===== config.mk =====
export PLATFORM = sky130hd
export DESIGN_NAME = beam_trigger_processor
export DESIGN_NICKNAME = d
export VERILOG_FILES = /design/src/rtl/beam_trigger_processor.sv
export SDC_FILE = /design/constraint.sdc
export NUM_CORES = 1
export LEC_CHECK = 0
export ABC_AREA = 1
export CORE_ASPECT_RATIO = 1.2
export CORE_UTILIZATION = 40
export DETAILED_ROUTE_END_ITERATION = 6
export GPL_ROUTABILITY_DRIVEN = 0
export PLACE_DENSITY_LB_ADDON = 0.08
export SLEW_MARGIN = 15
export SYNTH_ARGS = -nofsm -noshare
export SYNTH_HDL_FRONTEND = slang
export SYNTH_SLANG_ARGS = --single-unit
export TNS_END_PERCENT = 5

===== constraint.sdc =====
create_clock -name ifclk -period 3.05 [get_ports ifclk]
set_input_delay 0.305 -clock ifclk [delete_from_list [all_inputs] [get_ports ifclk]]
set_output_delay 0.305 -clock ifclk [all_outputs]
set_load 0.02 [all_outputs]

===== src/rtl/beam_trigger_processor.sv =====
// Beam trigger processor: masks per-beam trigger pulses, issues hold-off limited trigger records
// over valid/ready, and keeps gated per-beam rate scalers readable through an addressed port.
module beam_trigger_processor #(
    parameter int NBEAMS    = 2,
    parameter int SCAL_BITS = 16,
    parameter int PERIOD    = 125000000,
    parameter int HOLDOFF   = 16,
    localparam int ADDR_BITS = (NBEAMS > 1) ? $clog2(NBEAMS) : 1
) (
    input  logic                 ifclk,
    input  logic                 rst_i,
    input  logic [NBEAMS-1:0]    trig_i,
    input  logic [NBEAMS-1:0]    mask_i,
    input  logic                 mask_wr_i,
    output logic                 trig_valid_o,
    input  logic                 trig_ready_i,
    output logic [NBEAMS-1:0]    trig_beams_o,
    input  logic [ADDR_BITS-1:0] scal_addr_i,
    output logic [SCAL_BITS-1:0] scal_dat_o,
    output logic                 scal_update_o,
    output logic [SCAL_BITS-1:0] dropped_o
);

    localparam int PCNT_BITS = $clog2(PERIOD);
    localparam int HCNT_BITS = (HOLDOFF > 1) ? $clog2(HOLDOFF + 1) : 1;
    localparam logic [SCAL_BITS-1:0] SCAL_MAX = '1;

    typedef enum logic [1:0] {
        S_IDLE,
        S_PEND,
        S_HOLD
    } state_t;

    state_t                r_state;
    state_t                w_next_state;
    logic [NBEAMS-1:0]     r_mask;
    logic [NBEAMS-1:0]     r_beams;
    logic [NBEAMS-1:0]     w_eff;
    logic                  w_any;
    logic                  w_launch;
    logic                  w_accept;
    logic                  w_drop;
    logic [HCNT_BITS-1:0]  r_hold_cnt;
    logic [SCAL_BITS-1:0]  r_dropped;
    logic [PCNT_BITS-1:0]  r_pcnt;
    logic                  w_term;
    logic [SCAL_BITS-1:0]  r_run     [NBEAMS];
    logic [SCAL_BITS-1:0]  r_held    [NBEAMS];
    logic [SCAL_BITS-1:0]  w_run_inc [NBEAMS];
    logic [SCAL_BITS-1:0]  r_dat;
    logic                  r_update;

    assign w_eff  = trig_i & ~r_mask;
    assign w_any  = |w_eff;
    assign w_term = (r_pcnt == PCNT_BITS'(PERIOD - 1));

    // NOTE: sequential state uses non-blocking assignments so every register samples pre-edge values.
    always_ff @(posedge ifclk) begin
        if (rst_i) r_state <= S_IDLE;
        else       r_state <= w_next_state;
    end

    // NOTE: each combinational output gets a default first, so no path can infer a latch.
    always_comb begin
        w_next_state = r_state;
        case (r_state)
            S_IDLE:  if (w_any) w_next_state = S_PEND;
            S_PEND:  if (trig_ready_i) w_next_state = (HOLDOFF == 0) ? S_IDLE : S_HOLD;
            S_HOLD:  if (r_hold_cnt == HCNT_BITS'(1)) w_next_state = S_IDLE;
            default: w_next_state = S_IDLE;
        endcase
    end

    always_comb begin
        trig_valid_o = 1'b0;
        w_launch     = 1'b0;
        w_accept     = 1'b0;
        w_drop       = 1'b0;
        case (r_state)
            S_IDLE: w_launch = w_any;
            S_PEND: begin
                trig_valid_o = 1'b1;
                w_accept     = trig_ready_i;
                w_drop       = w_any;
            end
            default: ;
        endcase
    end

    // Triggers arriving while a record is pending are counted as lost, never merged into it.
    always_ff @(posedge ifclk) begin
        if (rst_i) begin
            r_mask     <= '1;
            r_beams    <= '0;
            r_hold_cnt <= '0;
            r_dropped  <= '0;
        end else begin
            if (mask_wr_i) r_mask <= mask_i;
            if (w_launch)  r_beams <= w_eff;
            if (w_accept)               r_hold_cnt <= HCNT_BITS'(HOLDOFF);
            else if (r_state == S_HOLD) r_hold_cnt <= r_hold_cnt - 1'b1;
            if (w_drop && (r_dropped != SCAL_MAX)) r_dropped <= r_dropped + 1'b1;
        end
    end

    always_comb begin
        for (int b = 0; b < NBEAMS; b++) begin
            w_run_inc[b] = (trig_i[b] && (r_run[b] != SCAL_MAX)) ? r_run[b] + 1'b1 : r_run[b];
        end
    end

    // NOTE: the scaler arrays are small register files that must read zero after reset, so they are reset explicitly.
    always_ff @(posedge ifclk) begin
        if (rst_i) begin
            r_pcnt   <= '0;
            r_update <= 1'b0;
            for (int b = 0; b < NBEAMS; b++) begin
                r_run[b]  <= '0;
                r_held[b] <= '0;
            end
        end else begin
            r_update <= w_term;
            r_pcnt   <= w_term ? '0 : r_pcnt + 1'b1;
            for (int b = 0; b < NBEAMS; b++) begin
                if (w_term) begin
                    r_held[b] <= w_run_inc[b];
                    r_run[b]  <= '0;
                end else begin
                    r_run[b]  <= w_run_inc[b];
                end
            end
        end
    end

    always_ff @(posedge ifclk) begin
        if (rst_i)                         r_dat <= '0;
        else if (int'(scal_addr_i) < NBEAMS) r_dat <= r_held[scal_addr_i];
        else                               r_dat <= '0;
    end

    assign trig_beams_o  = r_beams;
    assign scal_dat_o    = r_dat;
    assign scal_update_o = r_update;
    assign dropped_o     = r_dropped;

endmodule


## Word-level counts from Yosys, hierarchy flattened

Memory sizes are Yosys's and may differ from the RTL's. A register that Yosys moved wholly into a read port is not among the register bits.
Index checks and enable logic that the tools add are counted.

| operators by class | value |
|---|---|
| reduce and logical (&&, ||, !) cells | 9 |
| $mul | 0 |
| multiplexer cells | 26 |
| magnitude comparators | 0 |
| shifts and indexed selects | 0 |
| add/sub/neg operators | 5 |
| eq/ne operators | 10 |
| divide/modulo/power cells | 0 |
| bitwise gates (word level) | 8 |

Operators with widths:

| operator | number |
|---|---|
| 16-bit two-way mux | 8 |
| 16-bit by 1-bit adder with 16-bit output, second input constant | 3 |
| 16-bit inequality test, second input constant | 3 |
| 27-bit by 1-bit adder with 27-bit output, second input constant | 1 |
| 27-bit equality test, second input constant | 1 |
| 1-bit two-way mux | 12 |
| 5-bit two-way mux | 2 |
| 2-bit two-way mux | 3 |
| 2-bit inequality test, second input constant | 3 |
| 1-bit OR | 6 |
| 2-bit one-hot mux with 3 select lines | 1 |
| 2-bit OR reduction | 3 |
| 5-bit by 1-bit equality test with 1-bit output, second input constant | 1 |
| 5-bit by 1-bit subtractor with 5-bit output, second input constant | 1 |
| 1-bit logical AND | 3 |
| 3-bit AND reduction | 1 |
| 2-bit bitwise AND | 1 |
| 2-bit by 1-bit equality test with 1-bit output, second input constant | 1 |
| 2-bit equality test, second input constant | 1 |
| 2-bit logical NOT | 1 |
| 2-bit inverter | 1 |
| 2-bit nonzero test | 1 |

| storage, ports and cells | value |
|---|---|
| register bits after elaboration | 55 |
| output and inout bits | 36 |
| memory bits (read-only) | 0 |
| memory bits (writable) | 64 |
| bits of input ports | 9 |
| word-level logic and storage cells | 68 |
| memories kept | 2 |
| bits in latches | 0 |

Memories:

| name | depth | bits a word | read ports | clocked after memory_dff | wr ports | RTL line | RTL |
|---|---|---|---|---|---|---|---|
| r_held | 2 | 16 | 1 | 1 | 2 | 48 | `logic [SCAL_BITS-1:0] r_held [NBEAMS];` |
| r_run | 2 | 16 | 2 | 0 | 2 | 47 | `logic [SCAL_BITS-1:0] r_run [NBEAMS];` |

## Depth between registers and ports, before layout

| depth | value |
|---|---|
| depth after elaboration | 6 |
| gate-level depth with buffers | 11 |
| mapped depth without buffers | 10 |

## Worst setup path before layout

OpenSTA, ideal clock, no wires.

| timing | value |
|---|---|
| kind | register -> register |
| from | reg r_pcnt[0] |
| to | mem r_held[0][0] (enable) |
| data arrival time | 1.548 ns |
| cell stages (with the launch flop) | 9 |
| data required time | 2.702 ns |
| setup time | 0.348 ns |
| clock period less this slack | 1.896 ns |
| setup slack | 1.154 ns |
| buffers on the path | 1 |
| cells stage by stage | dfxtp_1 -> ha_1 -> nand2_2 -> nor2_4 -> nand2_4 -> nor2_4 -> nand3_1 -> nand2_1 -> buf_4 |

RTL lines:

| what | RTL line | RTL |
|---|---|---|
| from (decl) | 45 | `logic [PCNT_BITS-1:0] r_pcnt;` |
| from (signal assigned) | 123 | `r_pcnt <= w_term ? '0 : r_pcnt + 1'b1;` |
| to (decl) | 48 |  |

==> reports/qor.txt <==
outcome = completed
DIE AREA = 17800 sq um
synth cell count leaders = nand2_1 (255), nor2_1 (155), a21oi_1 (80)
leakage power = 0.00304 uW
ANT cells = 0
grt ovf = 0
Die Y = 146 um
I/O Buffers = 44
share of post-route cells with drive strength above 1 = 6.66%
PnR Total Power = 4230 uW
die width = 122 um
CP Capture Point = r_run[1][6]
count leader, synth = nand2_1
Async SR Flop Fraction = 0%
FMAX = 0.454 GHz
Final Max Slew Viols = 0
setup violators final = 0
Post-Syn Area = 6890 sq um
largest cells by area after synthesis = edfxtp_1 (28%), dfxtp_1 (21%), nand2_1 (14%), nor2_1 (8.4%), a21oi_1 (5.8%)
Final Cycle Share = 72.2%
Yosys top cell by area = edfxtp_1
Detailed Route WL = 15900 um
unrepaired setup endpoints after global routing = false
Clock Path Buffers = 2
first-pass GRT wire length = 26300 um
PnR worst setup slack = 848 ps
Final min period = 2200 ps
startpoint type of the worst setup path = flip-flop
largest net degree at the start of global routing = 35
Critical Path AT = 2360 ps
Pwr Density = 515 nW/um^2
row count = 52
Critical R2R Launch = r_pcnt[0]
Critical R2R Capture = r_run[1][6]
Post-Synthesis Cells = 895
reg2reg setup slack = 850 ps
#FFs+latches synth = 135
critical path type = flip-flop to flip-flop
Max VDD drop = 361 uV
Vias/cell = 4.77
Slew @ Worst Pin = 629 ps
Layout Cells excl Fill = 1207
Hold Crit Class = flip-flop to flip-flop
multi-input logic area = 3220 sq um
# hold bufs at CTS = 0
max cap viols = 0
DRT antenna net count = 0
Crit. Startpoint = r_pcnt[0]
post-synthesis sequential area ratio = 48.5%
hold_sp = r_hold_cnt[1]
critical path peak fanout = 34
Reg area = 3340 sq um
Initial Util = 40.9%
CTS tree = yes
via count = 5758
EDFF count, synth = 64
synth warn = 0
total iterations of the first detailed-routing run = 4
CTS Sinks = 135
Final Hold Vio Count = 0
clock root cell = clkbuf_16
io pins = 45
post-synthesis cell type count = 31
WL per Instance = 13.2 um
area grow syn2layout = 19.2%
total setup buffers inserted after CTS = 0
CTS clk-pin slew, worst paths = 60 ps
area share of the largest cell type after synthesis = 27.9%
core box area = 16900 sq um
Hold Path Stages = 2
Placed Instances = 1175
Final Util = 48.7%
Fin Setup TNS = 0 ps
HPWL Detailed = 11800 um
Synth Area per Inst = 7.70 sq um
Iter 0 DRT Violations = 291
Worst Path Required = 3210 ps
TritonCTS Buffers = 17
Worst Reg2Reg Path Length in Cells = 9
vias in the first global route = 5442
DP Worst Slack = 786 ps
Nets = 993
Clock Skews = 6.03 ps
later-pin clock latency in the skew report = 410 ps
post-cts resize count = 0
fillcell total = 1694
Setup crit end kind = flip-flop
Slew headroom = 57.7%
htree depth = 4
Synth Flop Type = dfxtp_1
antenna violations before repair = 0
drt drc = 0
Total Routing Usage GR = 19.0%
## critical path, stage by stage (launching register included)
cell and delay [ps]:
dfxtp_1 410, ha_1 210, nand2_2 80, nor2_4 170, nand2_4 100, nor2_4 100, nand3_1 130, nand2_4 390
buf_4 280, a21oi_1 60
## cell type report
type | instances | area share (%)
Clock buffer | 19 | 5.27
Clock inverter | 13 | 1.31
Inverter | 78 | 3.57
Multi-Input combinational cell | 692 | 39.3
Sequential cell | 135 | 40.7
Tap cell | 216 | 3.29
Timing Repair Buffer | 54 | 6.58
## flip-flops by register name, indices dropped and copies added (netlist names)
register	flops
scal_dat_o	16
r_pcnt	27
dropped_o	16
r_state	2
trig_beams_o	2
r_mask	2
scal_update_o	1
r_run	32
r_hold_cnt	5
r_held	32
## report_power, final
group          total [uW]  internal [uW]  leakage (uW)  switching [uW]
logic                 304            112       0.00158             192
registers            2040           1980       0.00121            58.7
clock network        1880           1110      0.000250             770
total                4230           3200       0.00304            1020
## logic make-up after synthesis
logic type                 share of synthesized area (%)
buffers and inverters                               6.48
adders and majority gates                           1.09
xor gates and xnor gates                            3.56
AOI/OAI and AO/OA                                   9.35
other                                             0.0544
DFF                                                 48.5
and+or+nand+nor                                     30.9
## metrics by stage
stage,hold WS (ps),cell area [sq um]
6_report,462,8210
5_1_grt,479,8210
4_1_cts,465,8210
3_5_place_dp,456,7670
3_3_place_gp,452,7670
2_1_floorplan,405,7010
## cell usage in the layout (no fill, tap or decap), drive strengths merged, types with 8 or more instances in the layout
| cell | instances |
|---|---|
| a21oi | 86 |
| buf | 10 |
| clkbuf | 19 |
| clkdlybuf4s50 | 44 |
| conb | 32 |
| dfxtp | 71 |
| edfxtp | 64 |
| inv | 79 |
| nand2 | 262 |
| nand3 | 38 |
| nand3b | 9 |
| nand4 | 23 |
| nor2 | 163 |
| nor3 | 8 |
| o21ai | 32 |
| xnor2 | 10 |
| xor2 | 18 |
## how the worst min path moves through the flow
stage / end
4_1_cts: trig_beams_o[0]
2_1_floorplan: r_mask[1]
6_report: r_hold_cnt[1]
3_3_place_gp: r_hold_cnt[1]
3_5_place_dp: trig_beams_o[0]
5_1_grt: r_hold_cnt[1]
## per-layer routing
| metal | up-vias | global-route usage (%) | wire length, um | part of all wire (%) |
|---|---|---|---|---|
| met4 | 0 | 8.27 | 413 | 2.6 |
| met1 | 2545 | 23.7 | 7260 | 46 |
| met3 | 27 | 3.72 | 642 | 4.0 |
| met5 | - | 0 | 0 | 0 |
| met2 | 123 | 31.4 | 7560 | 48 |
| li1 | 3063 | - | - | - |
Power figures use the tool's default switching activity.
